## src/rtl/cpu_ctrl_pkg.sv

```systemverilog
// Shared types and constants for the multi-cycle control sequencer:
// state encoding, opcode values and the execute-class vector.
package cpu_ctrl_pkg;

   localparam int OPC_W           = 5;
   localparam int OPC_MSB_DEFAULT = 31;
   localparam int OPC_LSB_DEFAULT = OPC_MSB_DEFAULT - OPC_W + 1;

   localparam logic [OPC_W-1:0] OP_MFHI = 5'b11000;
   localparam logic [OPC_W-1:0] OP_MFLO = 5'b11001;
   localparam logic [OPC_W-1:0] OP_IN   = 5'b10110;
   localparam logic [OPC_W-1:0] OP_OUT  = 5'b10111;
   localparam logic [OPC_W-1:0] OP_JR   = 5'b10100;
   localparam logic [OPC_W-1:0] OP_NOP  = 5'b11010;
   localparam logic [OPC_W-1:0] OP_HALT = 5'b11011;

   typedef enum logic [3:0] {
      ST_RESET   = 4'd0,
      ST_T0      = 4'd1,
      ST_T1      = 4'd2,
      ST_T1W     = 4'd3,
      ST_T2      = 4'd4,
      ST_T3      = 4'd5,
      ST_STOPPED = 4'd6,
      ST_HALTED  = 4'd7
   } ctrl_state_e;

   // One-hot execute class; exactly one bit set for a legal opcode.
   typedef struct packed {
      logic mfhi;
      logic mflo;
      logic inp;
      logic outp;
      logic jr;
      logic nop;
      logic halt;
   } exec_class_t;

endpackage

```

## src/rtl/ctrl_opcode_decode.sv

```systemverilog
// Combinational opcode classifier: maps the 5-bit opcode to a one-hot
// execute class plus an illegal flag for anything unsupported.
module ctrl_opcode_decode
   import cpu_ctrl_pkg::*;
(
   input  logic [OPC_W-1:0] opcode_i,
   output exec_class_t      class_o,
   output logic             illegal_o
);

   // Opcode to class lookup; unknown opcodes raise illegal only.
   always_comb begin
      class_o   = '0;
      illegal_o = 1'b0;
      case (opcode_i)
         OP_MFHI: class_o.mfhi = 1'b1;
         OP_MFLO: class_o.mflo = 1'b1;
         OP_IN:   class_o.inp  = 1'b1;
         OP_OUT:  class_o.outp = 1'b1;
         OP_JR:   class_o.jr   = 1'b1;
         OP_NOP:  class_o.nop  = 1'b1;
         OP_HALT: class_o.halt = 1'b1;
         default: illegal_o    = 1'b1;
      endcase
   end

endmodule

```

## src/rtl/mc_control_unit.sv

```systemverilog
// Hardwired fetch/execute sequencer for the multi-cycle datapath. Strobes
// are decoded from the state register so Clear removes them immediately.
module mc_control_unit
   import cpu_ctrl_pkg::*;
#(
   parameter int unsigned MEM_WAIT = 0,
   parameter int unsigned OPC_MSB  = 31
) (
   input  logic        Clock,
   input  logic        Clear,
   input  logic [31:0] IR,
   input  logic        Stop,
   output logic        Run,
   output logic        Illegal,
   output logic        PCout,
   output logic        MAR_enable,
   output logic        IncPC,
   output logic        ZLowIn,
   output logic        ZLowout,
   output logic        PC_enable,
   output logic        MDR_read,
   output logic        MDR_enable,
   output logic        MDRout,
   output logic        IR_enable,
   output logic        Gra,
   output logic        R_in,
   output logic        R_out,
   output logic        HIout,
   output logic        LOout,
   output logic        InPortout,
   output logic        OutPort_enable
);

   localparam logic [2:0] WAIT_LOAD = 3'((MEM_WAIT > 32'd0) ? (MEM_WAIT - 32'd1) : 32'd0);

   ctrl_state_e       state_q, state_d;
   logic [2:0]        wait_q, wait_d;
   logic [OPC_W-1:0]  opcode_s;
   exec_class_t       class_s;
   logic              illegal_s;
   logic              unused_bits;

   assign opcode_s    = IR[OPC_MSB -: OPC_W];
   assign unused_bits = ^{IR, class_s.nop};

   ctrl_opcode_decode u_decode (
      .opcode_i  (opcode_s),
      .class_o   (class_s),
      .illegal_o (illegal_s)
   );

   // Next-state and wait-counter logic; Stop is only looked at on leaving T3.
   always_comb begin
      state_d = state_q;
      wait_d  = wait_q;
      case (state_q)
         ST_RESET: state_d = ST_T0;
         ST_T0:    state_d = ST_T1;
         ST_T1: begin
            if (MEM_WAIT == 32'd0) begin
               state_d = ST_T2;
            end else begin
               wait_d  = WAIT_LOAD;
               state_d = ST_T1W;
            end
         end
         ST_T1W: begin
            if (wait_q == 3'd0) begin
               state_d = ST_T2;
            end else begin
               wait_d = wait_q - 3'd1;
            end
         end
         ST_T2: state_d = ST_T3;
         ST_T3: begin
            if (class_s.halt) begin
               state_d = ST_HALTED;
            end else if (Stop) begin
               state_d = ST_STOPPED;
            end else begin
               state_d = ST_T0;
            end
         end
         ST_STOPPED: begin
            if (!Stop) begin
               state_d = ST_T0;
            end else begin
               state_d = ST_STOPPED;
            end
         end
         ST_HALTED: state_d = ST_HALTED;
         default:   state_d = ST_RESET;
      endcase
   end

   // State and counter registers with asynchronous Clear.
   always_ff @(posedge Clock or posedge Clear) begin
      if (Clear) begin
         state_q <= ST_RESET;
         wait_q  <= 3'd0;
      end else begin
         state_q <= state_d;
         wait_q  <= wait_d;
      end
   end

   // Strobe decode; IR only influences outputs while in T3.
   always_comb begin
      Run            = 1'b1;
      Illegal        = 1'b0;
      PCout          = 1'b0;
      MAR_enable     = 1'b0;
      IncPC          = 1'b0;
      ZLowIn         = 1'b0;
      ZLowout        = 1'b0;
      PC_enable      = 1'b0;
      MDR_read       = 1'b0;
      MDR_enable     = 1'b0;
      MDRout         = 1'b0;
      IR_enable      = 1'b0;
      Gra            = 1'b0;
      R_in           = 1'b0;
      R_out          = 1'b0;
      HIout          = 1'b0;
      LOout          = 1'b0;
      InPortout      = 1'b0;
      OutPort_enable = 1'b0;
      case (state_q)
         ST_T0: begin
            PCout      = 1'b1;
            MAR_enable = 1'b1;
            IncPC      = 1'b1;
            ZLowIn     = 1'b1;
         end
         ST_T1: begin
            ZLowout    = 1'b1;
            PC_enable  = 1'b1;
            MDR_read   = 1'b1;
            MDR_enable = 1'b1;
         end
         ST_T1W: begin
            MDR_read   = 1'b1;
            MDR_enable = 1'b1;
         end
         ST_T2: begin
            MDRout    = 1'b1;
            IR_enable = 1'b1;
         end
         ST_T3: begin
            Gra            = class_s.mfhi | class_s.mflo | class_s.inp | class_s.outp | class_s.jr;
            R_in           = class_s.mfhi | class_s.mflo | class_s.inp;
            R_out          = class_s.outp | class_s.jr;
            HIout          = class_s.mfhi;
            LOout          = class_s.mflo;
            InPortout      = class_s.inp;
            OutPort_enable = class_s.outp;
            PC_enable      = class_s.jr;
            Illegal        = illegal_s;
         end
         default: Run = 1'b0;
      endcase
   end

endmodule

```

## config.mk

```make
export PLATFORM = sky130hd
export DESIGN_NAME = mc_control_unit
export DESIGN_NICKNAME = d
export VERILOG_FILES = /design/src/rtl/cpu_ctrl_pkg.sv /design/src/rtl/ctrl_opcode_decode.sv /design/src/rtl/mc_control_unit.sv
export SDC_FILE = /design/constraint.sdc
export NUM_CORES = 1
export LEC_CHECK = 0
export CORE_MARGIN = 2
export CORE_UTILIZATION = 32
export DETAILED_ROUTE_END_ITERATION = 6
export GPL_TIMING_DRIVEN = 1
export HOLD_SLACK_MARGIN = 0.08
export PLACE_DENSITY_LB_ADDON = 0.3
export RECOVER_POWER = 25
export SYNTH_ARGS = -nofsm -noshare
export SYNTH_HDL_FRONTEND = slang
export SYNTH_SLANG_ARGS = --single-unit
```

## constraint.sdc

```tcl
create_clock -name Clock -period 2.6 [get_ports Clock]
set_input_delay 0.52 -clock Clock [delete_from_list [all_inputs] [get_ports Clock]]
set_output_delay 0.52 -clock Clock [all_outputs]
set_load 0.1 [all_outputs]
```

==> flow_summary.yaml, run 1 <==
hold_path:
  timing.hold.worst.start: "wait_q[2]$_DFFE_PP0P_"
  timing.hold.worst.class: "register to register"
  worst_hold_path.num_cells: 2
  hold-path-endpoint: "wait_q[2]$_DFFE_PP0P_"
synth:
  post_synth.cell_area_avg_sq_um: 7.970
  synth_top_family_by_area: "simple AND/OR/NAND/NOR gates"
  synth.net_count: 110
  yosys.area_share.xor_xnor_pct: 1.505
  post_synth_mux_area_share_pct: 0
  asyncSetResetFlopFracSynth_pct: 100.0
  synthesized_area_fraction_occupied_by_ao_oa_aoi_and_oai_cells_pct: 18.28
  ys.warnings.count: 0
  synth_simple_gate_area_share_pct: 36.99
  syn-instance-count: 73
  synthesis.area_sq_um: 581.8
  synth_ff_type: "sky130_fd_sc_hd__dfrtp_1"
  synth-edff-count: 0
  synth-seq-area-share_pct: 25.81
  synth.distinct_cells: 29
  yosys_register_bits: 6
  synth_fa_ha_area_share_pct: 4.301
placed_design:
  place.port_buffers: 26
  hpwlAfterDp_um: 1022
  postPlaceCellArea_sq_um: 945.9
  routabilityCongestion: 0.7026
  dp.cells: 116
timing:
  timing.final.hold_violations: 0
  worst_pin_slew_ps: 451.4
  fin_max_slew_vios: 0
  period_minus_slack_ps: 2471
  clock_skew_ps: 3.899
  setup_viol: 0
  clock.fmax_mhz: 404.6
  rsz0062_at_grt: "no"
  finalCritPeriodShare_pct: 95.05
  max-slew-margin-rel_pct: 69.88
  final.setup.tns_ps: 0
worst_setup_path:
  reg2reg_depth: 6
  crit_type: "input pin to output port"
  crit_fanout: 7
  cpLargestDelayFamily: "buffers and inverters"
  crit_path_max_incr_delay_ps: 510
  worst_path_max_delay_cell: "sky130_fd_sc_hd__clkdlybuf4s50_1"
  critPathRequiredTime_ps: 2080
  worstPathArrival_ps: 1950
  path_cells: "clkdlybuf4s50_1 -> nand2b_1 -> a21o_1 -> a211oi_2 -> buf_12"
  crit_buf_inv: 2
  timing.rr.end: "wait_q[1]$_DFFE_PP0P_"
  worst_setup_ep_type: "output port"
  worstSetupStartpointType: "input pin"
  timing.rr.start: "wait_q[0]$_DFFE_PP0P_"
  worst-r2r-setup-slack_ps: 1190
final_layout:
  antenna-diode-count: 0
  layout.nets: 133
  syn_to_final_growth_pct: 66.45
  fin_area_sq_um: 968.4
  fin_cells: 119
  fill_cells: 167
  drive_gt1_share_pct: 34.04
detailed_routing:
  drc: 0
  drt-pass1-iter-count: 4
  routed_wl_um: 1247
  violation_count_after_the_first_detailed_route_iteration: 3
  final_antenna_net_count: 0
  dr_total_vias: 562
  drt-wirelength-per-cell_um: 10.48
  viasPerCell: 4.723
floorplan:
  core_area_sq_um: 1727
  rows: 15
  dieArea_sq_um: 2175
  ios: 54
  die_y_um: 46.64
  floorplan.initialDensity_pct: 33.70
  die_width_um: 46.64
clock_network:
  clk-insertion-delay-late_ps: 250
  cts-buffers-inserted: 3
  cts_tree: "built"
  cts_buffer_depth: 2
  cts.sink_count: 6
  ctsHoldBuffers: 0
  cts-resized-gates: 0
  post-cts-setup-buffer-count: 0
  clkSlewWorstSetupHoldPaths_ps: 50
  clk_root_buffer_cell: "sky130_fd_sc_hd__clkbuf_4"
  htreeDepth: 1
global_route:
  global_route.usage.met3_pct: 3.922
  gr-total-overflow: 0
  first_global_vias: 495
  groute.usage.overall_pct: 13.59
  groute.layer.met1.usage_pct: 16.63
  met2_usage_pct: 20.83
  largest_net_degree_at_the_start_of_global_routing: 16
  global_route_wire_length_before_repair_um: 2007
  grt_busiest_layer: "met2"
  grt_antenna_before_repair: 0
pwr:
  ir_worst_vdd_mv: 0.7743
  p_leak_uw: 0.0004132
  pwr_density_cell_nw_per_um2: 1379
  design_power_uw: 1335
run:
  max_cap_viol_count: 0
outcome:
  run_status: "finished clean"
-- worst register-to-register path, cell delays in order, from the launching register on --
cell and delay (ps):
sky130_fd_sc_hd__dfrtp_1 320, sky130_fd_sc_hd__inv_1 60, sky130_fd_sc_hd__ha_1 190, sky130_fd_sc_hd__ha_1 200, sky130_fd_sc_hd__and4bb_1 390, sky130_fd_sc_hd__nor2_1 60
sky130_fd_sc_hd__a21oi_1 120
-- worst max path at each step --
stage / from / end / slack, ps / cells past startpoint
finish: IR[28] / Illegal / 130 / 5
global route: IR[28] / Illegal / 50 / 5
CTS: IR[28] / Illegal / 120 / 5
detailed placement: IR[28] / Illegal / 130 / 5
global placement: IR[28] / Illegal / 130 / 5
floorplan: IR[30] / PC_enable / -250 / 3
-- power breakdown --
| group | total, uW | internal (uW) | switching, uW |
|---|---|---|---|
| clock | 85.8 | 52.2 | 33.6 |
| combinational | 1060 | 307 | 752 |
| sequential | 190 | 117 | 73.2 |
| total | 1340 | 476 | 859 |
-- logic make-up after synthesis --
group,Yosys count
DFF,6
AOI/OAI and AO/OA,16
adders and majority gates,2
and+or+nand+nor,35
buffers and inverters,13
xor gates and xnor gates,1
-- per-layer routing --
layer  up-vias  share of wire [%]
met5         -                  0
met4         0                2.2
met3         3                5.4
met2        22                 48
met1       250                 45
li1        287                  -
-- final cells by class --
cell class | instances | area [sq um] | share of cell area, %
multi-input combinational | 54 | 370.4 | 38.24
inverter | 5 | 18.77 | 1.938
tap | 25 | 31.28 | 3.230
timing repair buffer | 26 | 375.4 | 38.76
clock buffer | 3 | 22.52 | 2.326
sequential | 6 | 150.1 | 15.50
-- layout by cell type (no fill, tap or decap) --
cell type,synthesis,layout
sky130_fd_sc_hd__a211oi_1,2,1
sky130_fd_sc_hd__a211oi_2,0,1
sky130_fd_sc_hd__a21bo_2,1,1
sky130_fd_sc_hd__a21o_1,1,1
sky130_fd_sc_hd__a21oi_1,9,7
sky130_fd_sc_hd__a21oi_2,0,2
sky130_fd_sc_hd__a221oi_2,1,1
sky130_fd_sc_hd__and2_1,1,1
sky130_fd_sc_hd__and2b_1,3,3
sky130_fd_sc_hd__and4b_4,1,1
sky130_fd_sc_hd__and4bb_1,0,1
sky130_fd_sc_hd__buf_12,0,13
sky130_fd_sc_hd__buf_4,7,6
sky130_fd_sc_hd__clkbuf_4,0,3
sky130_fd_sc_hd__clkdlybuf4s50_1,0,6
sky130_fd_sc_hd__dfrtp_1,6,6
sky130_fd_sc_hd__dlygate4sd3_1,0,1
sky130_fd_sc_hd__ha_1,2,2
sky130_fd_sc_hd__inv_1,5,5
sky130_fd_sc_hd__nand2_1,5,5
sky130_fd_sc_hd__nand2_4,1,1
sky130_fd_sc_hd__nand2b_1,3,3
sky130_fd_sc_hd__nand3b_1,1,1
sky130_fd_sc_hd__nand4_1,1,1
sky130_fd_sc_hd__nand4b_1,1,1
sky130_fd_sc_hd__nor2_1,10,9
sky130_fd_sc_hd__nor2_2,0,1
sky130_fd_sc_hd__nor2b_1,2,2
sky130_fd_sc_hd__nor3_1,1,1
sky130_fd_sc_hd__nor3b_2,1,1
sky130_fd_sc_hd__o211ai_1,1,1
sky130_fd_sc_hd__o22ai_1,1,1
sky130_fd_sc_hd__or2_2,1,1
sky130_fd_sc_hd__or2b_1,2,2
sky130_fd_sc_hd__xnor2_1,1,1
-- per-stage QoR --
step	setup WS (ps)	hold WS [ps]	utilization [%]
2_1_floorplan	-250.0	311.0	-
3_3_place_gp	128.4	509.1	54.78
3_5_place_dp	131.9	532.9	54.78
4_1_cts	123.0	481.0	56.09
5_1_grt	47.88	586.0	56.09
6_report	128.6	531.0	56.09
-- registers in the layout, indices dropped and copies added (netlist names) --
name,cells
state_q,3
wait_q,3
-- synthesized netlist by cell type (all sizes together) (2+ instances only) --
library cell,number,area (sq um)
nor2,10,37.54
a21oi,9,45.04
dfrtp,6,150.1
and2b,3,22.52
nand2b,3,18.77
buf,8,57.55
a211oi,2,15.01
nand2,6,30.03
ha,2,25.02
or2b,2,15.01
nor2b,2,12.51
inv,5,18.77
Power figures use the tool's default switching activity.
==> inputs of run 2 (changes only) <==
--- a/config.mk
+++ b/config.mk
@@ -12,6 +12,7 @@
 export HOLD_SLACK_MARGIN = 0.08
 export PLACE_DENSITY_LB_ADDON = 0.3
 export RECOVER_POWER = 25
+export SKIP_LAST_GASP = 1
 export SYNTH_ARGS = -nofsm -noshare
 export SYNTH_HDL_FRONTEND = slang
 export SYNTH_SLANG_ARGS = --single-unit
==> results of run 2 <==
Same layout as run 1: the final DEF is identical, and so are final timing and power.
